[config.mk]
export PLATFORM = sky130hd
export DESIGN_NAME = iic_cfg_sequencer
export DESIGN_NICKNAME = d
export VERILOG_FILES = /design/src/rtl/iic_cfg_pkg.sv /design/src/rtl/iic_cfg_sequencer.sv
export SDC_FILE = /design/constraint.sdc
export NUM_CORES = 1
export LEC_CHECK = 0
export BUFFER_PORTS_ARGS = -buffer_cell sky130_fd_sc_hd__buf_2
export CAP_MARGIN = 10
export CORE_ASPECT_RATIO = 0.75
export CORE_MARGIN = 4
export CORE_UTILIZATION = 30
export DETAILED_ROUTE_END_ITERATION = 12
export PLACE_DENSITY = 0.45
export SKIP_CTS_REPAIR_TIMING = 1
export SLEW_MARGIN = 20
export SYNTH_ARGS = -nofsm -noshare
export SYNTH_HDL_FRONTEND = slang
export SYNTH_SLANG_ARGS = --single-unit
[constraint.sdc]
create_clock -name sys_clk -period 6.33 [get_ports sys_clk]
set_input_delay 0.9495 -clock sys_clk [delete_from_list [all_inputs] [get_ports sys_clk]]
set_output_delay 0.9495 -clock sys_clk [all_outputs]
set_load 0.02 [all_outputs]
[src/rtl/iic_cfg_pkg.sv]
`default_nettype none
//==============================================================================
// Module   : iic_cfg_pkg
// Brief    : Shared widths and FSM state encoding for the I2C config sequencer.
// Revision : 1.0 - initial release
//==============================================================================
package iic_cfg_pkg;

   localparam int TBL_W  = 24;
   localparam int ADDR_W = 16;
   localparam int DATA_W = 8;
   localparam int IDX_W  = 8;

   typedef enum logic [3:0] {
      ST_IDLE     = 4'd0,
      ST_WAIT_PWR = 4'd1,
      ST_FETCH    = 4'd2,
      ST_WR       = 4'd3,
      ST_WR_WAIT  = 4'd4,
      ST_RD       = 4'd5,
      ST_RD_WAIT  = 4'd6,
      ST_CHECK    = 4'd7,
      ST_NEXT     = 4'd8,
      ST_DONE     = 4'd9,
      ST_ERR      = 4'd10
   } cfg_state_t;

endpackage
`default_nettype wire

[src/rtl/iic_cfg_sequencer.sv]
`default_nettype none
//==============================================================================
// Module   : iic_cfg_sequencer
// Brief    : Walks a register table through one iic_driver: write, optional
//            read-back compare, bounded retries, sticky done/error reporting.
// Revision : 1.0 - initial release
//==============================================================================
module iic_cfg_sequencer
   import iic_cfg_pkg::*;
#(
   parameter int REG_NUM   = 8,
   parameter int PWR_DLY   = 20_000,
   parameter int MAX_RETRY = 3,
   parameter int VERIFY    = 1,
   parameter int BIT_CTRL  = 1,
   parameter int TIMEOUT   = 65_535
) (
   input  logic              sys_clk,
   input  logic              sys_rst,
   input  logic              cfg_start,
   output logic [IDX_W-1:0]  tbl_idx,
   input  logic [TBL_W-1:0]  tbl_data,
   output logic              bit_ctrl,
   output logic              iic_exe,
   output logic              iic_rw_ctrl,
   output logic [ADDR_W-1:0] iic_addr,
   output logic [DATA_W-1:0] iic_data_in,
   input  logic [DATA_W-1:0] iic_data_out,
   input  logic              iic_ack,
   input  logic              iic_done,
   output logic              cfg_busy,
   output logic              cfg_done,
   output logic              cfg_err,
   output logic [IDX_W-1:0]  err_idx
);

   localparam logic [IDX_W-1:0] c_last_idx  = IDX_W'(REG_NUM - 1);
   localparam logic [2:0]       c_max_retry = 3'(MAX_RETRY);
   localparam logic [31:0]      c_pwr_last  = (PWR_DLY > 0) ? 32'(PWR_DLY - 1) : 32'd0;
   localparam logic [31:0]      c_timeout   = 32'(TIMEOUT);

   cfg_state_t        r_state;
   logic [31:0]       r_pwr_cnt;
   logic [31:0]       r_to_cnt;
   logic [2:0]        r_retry;
   logic [ADDR_W-1:0] r_reg_addr;
   logic [DATA_W-1:0] r_reg_data;
   logic [DATA_W-1:0] r_rd_data;
   logic              r_done_q;

   logic w_done_rise;
   logic w_timeout;
   logic w_waiting;
   logic w_fail;

   assign bit_ctrl    = (BIT_CTRL != 0);
   assign w_done_rise = iic_done & ~r_done_q;
   assign w_timeout   = (r_to_cnt >= c_timeout);
   assign w_waiting   = (r_state == ST_WR_WAIT) || (r_state == ST_RD_WAIT);

   // One failure flag shared by NACK, timeout and read-back mismatch so the
   // retry/abort decision lives in exactly one place.
   assign w_fail = (w_waiting && ((w_done_rise && iic_ack) || (!w_done_rise && w_timeout)))
                || ((r_state == ST_CHECK) && (r_rd_data != r_reg_data));

   always_ff @(posedge sys_clk) begin
      if (sys_rst) begin
         r_state     <= ST_WAIT_PWR;
         r_pwr_cnt   <= '0;
         r_to_cnt    <= '0;
         r_retry     <= '0;
         r_reg_addr  <= '0;
         r_reg_data  <= '0;
         r_rd_data   <= '0;
         r_done_q    <= 1'b0;
         tbl_idx     <= '0;
         iic_exe     <= 1'b0;
         iic_rw_ctrl <= 1'b0;
         iic_addr    <= '0;
         iic_data_in <= '0;
         cfg_busy    <= 1'b0;
         cfg_done    <= 1'b0;
         cfg_err     <= 1'b0;
         err_idx     <= '0;
      end else begin
         r_done_q <= iic_done;
         iic_exe  <= 1'b0;

         if (w_fail) begin
            if (r_retry < c_max_retry) begin
               r_retry <= r_retry + 3'd1;
               r_state <= ST_WR;
            end else begin
               err_idx  <= tbl_idx;
               cfg_err  <= 1'b1;
               cfg_busy <= 1'b0;
               r_state  <= ST_ERR;
            end
         end else begin
            case (r_state)
               ST_IDLE, ST_DONE, ST_ERR: begin
                  if (cfg_start) begin
                     cfg_done  <= 1'b0;
                     cfg_err   <= 1'b0;
                     err_idx   <= '0;
                     tbl_idx   <= '0;
                     r_pwr_cnt <= '0;
                     cfg_busy  <= 1'b1;
                     r_state   <= ST_WAIT_PWR;
                  end
               end
               ST_WAIT_PWR: begin
                  cfg_busy <= 1'b1;
                  if (r_pwr_cnt >= c_pwr_last) r_state <= ST_FETCH;
                  else                         r_pwr_cnt <= r_pwr_cnt + 32'd1;
               end
               ST_FETCH: begin
                  r_reg_addr <= tbl_data[TBL_W-1 -: ADDR_W];
                  r_reg_data <= tbl_data[DATA_W-1:0];
                  r_retry    <= '0;
                  r_state    <= ST_WR;
               end
               ST_WR: begin
                  iic_exe     <= 1'b1;
                  iic_rw_ctrl <= 1'b0;
                  iic_addr    <= r_reg_addr;
                  iic_data_in <= r_reg_data;
                  r_to_cnt    <= '0;
                  r_state     <= ST_WR_WAIT;
               end
               ST_WR_WAIT: begin
                  if (w_done_rise) r_state <= (VERIFY != 0) ? ST_RD : ST_NEXT;
                  else             r_to_cnt <= r_to_cnt + 32'd1;
               end
               ST_RD: begin
                  iic_exe     <= 1'b1;
                  iic_rw_ctrl <= 1'b1;
                  iic_addr    <= r_reg_addr;
                  r_to_cnt    <= '0;
                  r_state     <= ST_RD_WAIT;
               end
               ST_RD_WAIT: begin
                  if (w_done_rise) begin
                     r_rd_data <= iic_data_out;
                     r_state   <= ST_CHECK;
                  end else begin
                     r_to_cnt <= r_to_cnt + 32'd1;
                  end
               end
               ST_CHECK: r_state <= ST_NEXT;
               ST_NEXT: begin
                  if (tbl_idx == c_last_idx) begin
                     cfg_done <= 1'b1;
                     cfg_busy <= 1'b0;
                     r_state  <= ST_DONE;
                  end else begin
                     tbl_idx <= tbl_idx + 8'd1;
                     r_state <= ST_FETCH;
                  end
               end
               default: r_state <= ST_IDLE;
            endcase
         end
      end
   end

endmodule
`default_nettype wire

==> metrics.md <==
| Metric | Value |
|---|---|
| Status | completed |
| Number of fill cells | 1993 |
| Highest fanout seen on the critical path | 19 |
| Synth unique cells | 56 |
| Htree depth | 4 |
| Nets | just over 800 |
| Sequential cell area | around 3000 µm² |
| Highest achievable clock rate | about 320 MHz |
| Clock-pin transition on the worst setup and hold timing paths | 0.07 ns |
| Maximum number of pins on one net before global-route repair | 63 |
| Growth of design area from synthesis to finish | 18.52% |
| Endpoint of the worst-slack reg-to-reg timing path | r_pwr_cnt[13] |
| Cell area after synthesis | about 6100 µm² |
| Flop2flop setup slack | ~3.2 ns |
| Insertion delay of the later-clocked pin in the worst-skew pair | between 0.4 and 0.5 ns |
| Sequential cell area fraction in the yosys report | about half |
| Final setup violation count | 0 |
| Vias in the first global route | between 5000 and 6000 |
| Antenna violations before repair | 2 |
| CP Capture Type | flip-flop |
| Static power due to leakage | between 2 and 3 nW |
| Start of the worst register-to-register path | r_state[0] |
| Post-route fraction of the period consumed by the critical path | between 40% and 50% |
| Post-synth EDFFs | 0 |
| Half-perimeter wire length after placement | 10650 µm |
| Non-Filler Cell Area, Final | roughly 7300 µm² |
| Yosys warning total | 0 |
| Total global routing overflow | 0 |
| Fraction of final layout cells with drive strength greater than 1 | 16.41% |
| Maximum number of buffers from clock root to sink | 2 |
| Placed standard-cell area | 6713 µm² |
| Post-Synthesis Cells | 709 |
| Start-to-end type of the worst setup path | flip-flop to flip-flop |
| Cell depth of the worst flop-to-flop path | 6 |
| Max-cap viol count | 0 |
| Synth Net Count | 750 |
| Final slew viol count | 0 |
| Max VDD drop | ~0.17 mV |
| Die footprint | approximately 23000 µm² |
| Hold-critical path depth | 2 |
| Die Width | approximately 170 µm |
| Multi-input logic area | just under 3000 µm² |
| Final weighted congestion in routability-driven placement | between 0.7 and 0.8 |
| Violation count after the first detailed-routing iteration | 315 |
| Row cnt | between 40 and 50 |
| Drt first pass iters | 4 |
| Hold Crit Start | r_reg_addr[9] |
| Arrival time of the worst setup path | between 3 and 4 ns |
| DRC Markers | 0 |
| Kind of start point of the critical path | flip-flop |
| Avg Synthesized Cell Area | between 8 and 9 µm² |
| DIE HEIGHT | around 130 µm |
| Most instantiated flip-flop cell in the synthesis netlist | sky130_fd_sc_hd__dfxtp_1 |
| Skew final | 0.01057 ns |
| Async set-reset flop share out of synthesis | 0% |
| Final wirelength | between 15000 and 20000 µm |
| Count of input and output buffers | 81 |
| Setup repair after global routing missed its margin | false |
| All-layer global routing usage | about 14% |
| Max-slew headroom at the worst pin | approximately a third |
| Core region area | slightly below 20000 µm² |
| # IOs | 83 |
| Inserted Clock Buffers | 17 |
| Worst min-delay path category | flip-flop to flip-flop |
| Starting Density | 31.12% |
| CTS Root Buffer Type | sky130_fd_sc_hd__clkbuf_16 |
| Setup total negative slack | 0 ns |
| Number of clock sinks seen by CTS | 149 |
| Number of nets with antenna violations after detailed routing | 0 |
| Wire length of the first global-routing pass | roughly 26000 µm |
| Hold endpoint | iic_addr[9] |
| Diodes inserted | 0 |
| Required time of the critical path | roughly 6.7 ns |
| TritonCTS clock tree | done |
| Hold Vio Cnt, Final | 0 |
| Power density cells | roughly 340 nW/µm² |
| Via count | just over 5000 |
| Number of register bits inferred by synthesis | 149 |
| DR vias/cell | about 5 |
| Mean routed wirelength per cell | about 15 µm |
| Post-layout power | around 0.0025 W |
| Min Clock Period, post-route | approximately 3.1 ns |
| Worst-margin pin slew | roughly 1.0 ns |
==> metal layers <==
layer / share of wire [%] / GRT usage (%)
met5: 0.17 / 0
met4: 1.8 / 5.272
met3: 6.3 / 4.989
met2: 40 / 19.53
met1: 51 / 19.68
==> state kept, by name (all words and copies together), names as in the netlist, 3 cells and up <==
register     cells
r_reg_addr      16
r_pwr_cnt       32
r_reg_data       8
r_rd_data        8
iic_addr        16
iic_data_in      8
r_retry          3
r_state          4
err_idx          8
r_to_cnt        32
tbl_idx          8
==> logic make-up (layout without fill, tap and decap cells) <==
logic type / Yosys count / after routing / synth area share, %
AO/OA/AOI/OAI: 138 / 138 / 13.73
XOR/XNOR: 27 / 27 / 3.856
adder cells (fa/ha/maj): 4 / 4 / 0.8160
buffers and inverters: 53 / 124 / 3.407
flip-flops: 149 / 149 / 48.63
multiplexers: 18 / 18 / 2.938
other: 1 / 1 / 0.06114
AND/OR/NAND/NOR: 319 / 319 / 26.56
==> how the worst max path moves through the flow <==
stage / slack [ns] / to / depth (start not counted) / startpoint
after floorplan: 3.92 / r_pwr_cnt[13] / 7 / r_pwr_cnt[0]
after detailed placement: 3.13 / r_to_cnt[13] / 5 / sys_rst
final: 3.24 / r_pwr_cnt[13] / 6 / r_state[0]
after global routing: 3.00 / r_retry[0] / 6 / r_state[2]
after CTS: 3.26 / r_pwr_cnt[13] / 6 / r_state[0]
after global placement: 3.25 / r_to_cnt[13] / 5 / sys_rst
==> cell type report <==
| cell class | instances | area share, % |
|---|---|---|
| Multi-Input combinational cell | 507 | 40.67 |
| Inverter | 6 | 0.3098 |
| Tap cell | 253 | 4.355 |
| Clock inverter | 13 | 1.583 |
| Timing Repair Buffer | 86 | 6.093 |
| Sequential cell | 149 | 41.03 |
| Clock buffer | 19 | 5.955 |
==> through the flow <==
stage                     util, %  cells  hold WS, ns  setup WS (ns)
after global routing        36.88   1033       0.4682          2.998
after floorplan                 -    709       0.4307          3.919
after detailed placement    34.06   1001       0.4447          3.129
after CTS                   36.84   1033       0.4559          3.261
final                       36.88   1033       0.4517          3.235
after global placement      34.06   1001       0.4387          3.253
==> placed cells by master, fill, tap and decap left out, drive strengths merged, types with 6 or more instances in the layout <==
master / n
nor3: 11
and2: 19
nor4: 13
dfxtp: 149
nand2: 103
or4: 9
clkbuf: 19
xnor2: 8
and3: 20
o211ai: 6
nand2b: 7
buf: 86
a31oi: 9
a21oi: 70
nor2: 55
o21ai: 20
mux2i: 18
nand4: 9
inv: 13
or3: 9
nand3: 32
o31ai: 8
xor2: 19
nand3b: 10
==> critical path, cell delays in order, from the launching register on <==
cell                        delay [ns]
sky130_fd_sc_hd__dfxtp_1          0.79
sky130_fd_sc_hd__nand2b_4         0.10
sky130_fd_sc_hd__or4b_4           0.55
sky130_fd_sc_hd__a2111oi_4        0.73
sky130_fd_sc_hd__nor2_2           0.15
sky130_fd_sc_hd__or4_1            0.54
sky130_fd_sc_hd__a21oi_1          0.15
==> synthesized netlist by cell type (3+ instances only) <==
master                      number  area share, %
sky130_fd_sc_hd__dfxtp_1       149             49
sky130_fd_sc_hd__nand2_1       103            6.3
sky130_fd_sc_hd__a21oi_1        70            5.7
sky130_fd_sc_hd__nor2_1         54            3.3
sky130_fd_sc_hd__clkbuf_1       40            2.4
sky130_fd_sc_hd__nand3_1        32            2.6
sky130_fd_sc_hd__and3_1         20            2.0
sky130_fd_sc_hd__o21ai_0        20            1.6
sky130_fd_sc_hd__and2_1         19            1.9
sky130_fd_sc_hd__xor2_1         19            2.7
sky130_fd_sc_hd__mux2i_1        18            2.9
sky130_fd_sc_hd__nor4_1         13            1.3
sky130_fd_sc_hd__nand3b_1       10            1.2
sky130_fd_sc_hd__nor3_1         10           0.82
sky130_fd_sc_hd__a31oi_1         9           0.92
sky130_fd_sc_hd__nand4_1         9           0.92
sky130_fd_sc_hd__or3_1           9           0.92
sky130_fd_sc_hd__or4_1           9            1.1
sky130_fd_sc_hd__o31ai_1         8           0.98
sky130_fd_sc_hd__xnor2_1         8            1.1
sky130_fd_sc_hd__inv_1           6           0.37
sky130_fd_sc_hd__nand2b_1        6           0.61
sky130_fd_sc_hd__o211ai_1        6           0.73
sky130_fd_sc_hd__buf_2           5           0.41
sky130_fd_sc_hd__nor2b_1         5           0.51
sky130_fd_sc_hd__ha_1            4           0.82
sky130_fd_sc_hd__o21a_1          4           0.49
sky130_fd_sc_hd__o2111ai_1       3           0.43
sky130_fd_sc_hd__or2_2           3           0.31
==> power by group <==
part           internal [W]  switching (W)
registers          0.000979      0.0000746
clock network      0.000514       0.000435
logic              0.000151       0.000319
Power figures use the tool's default switching activity.
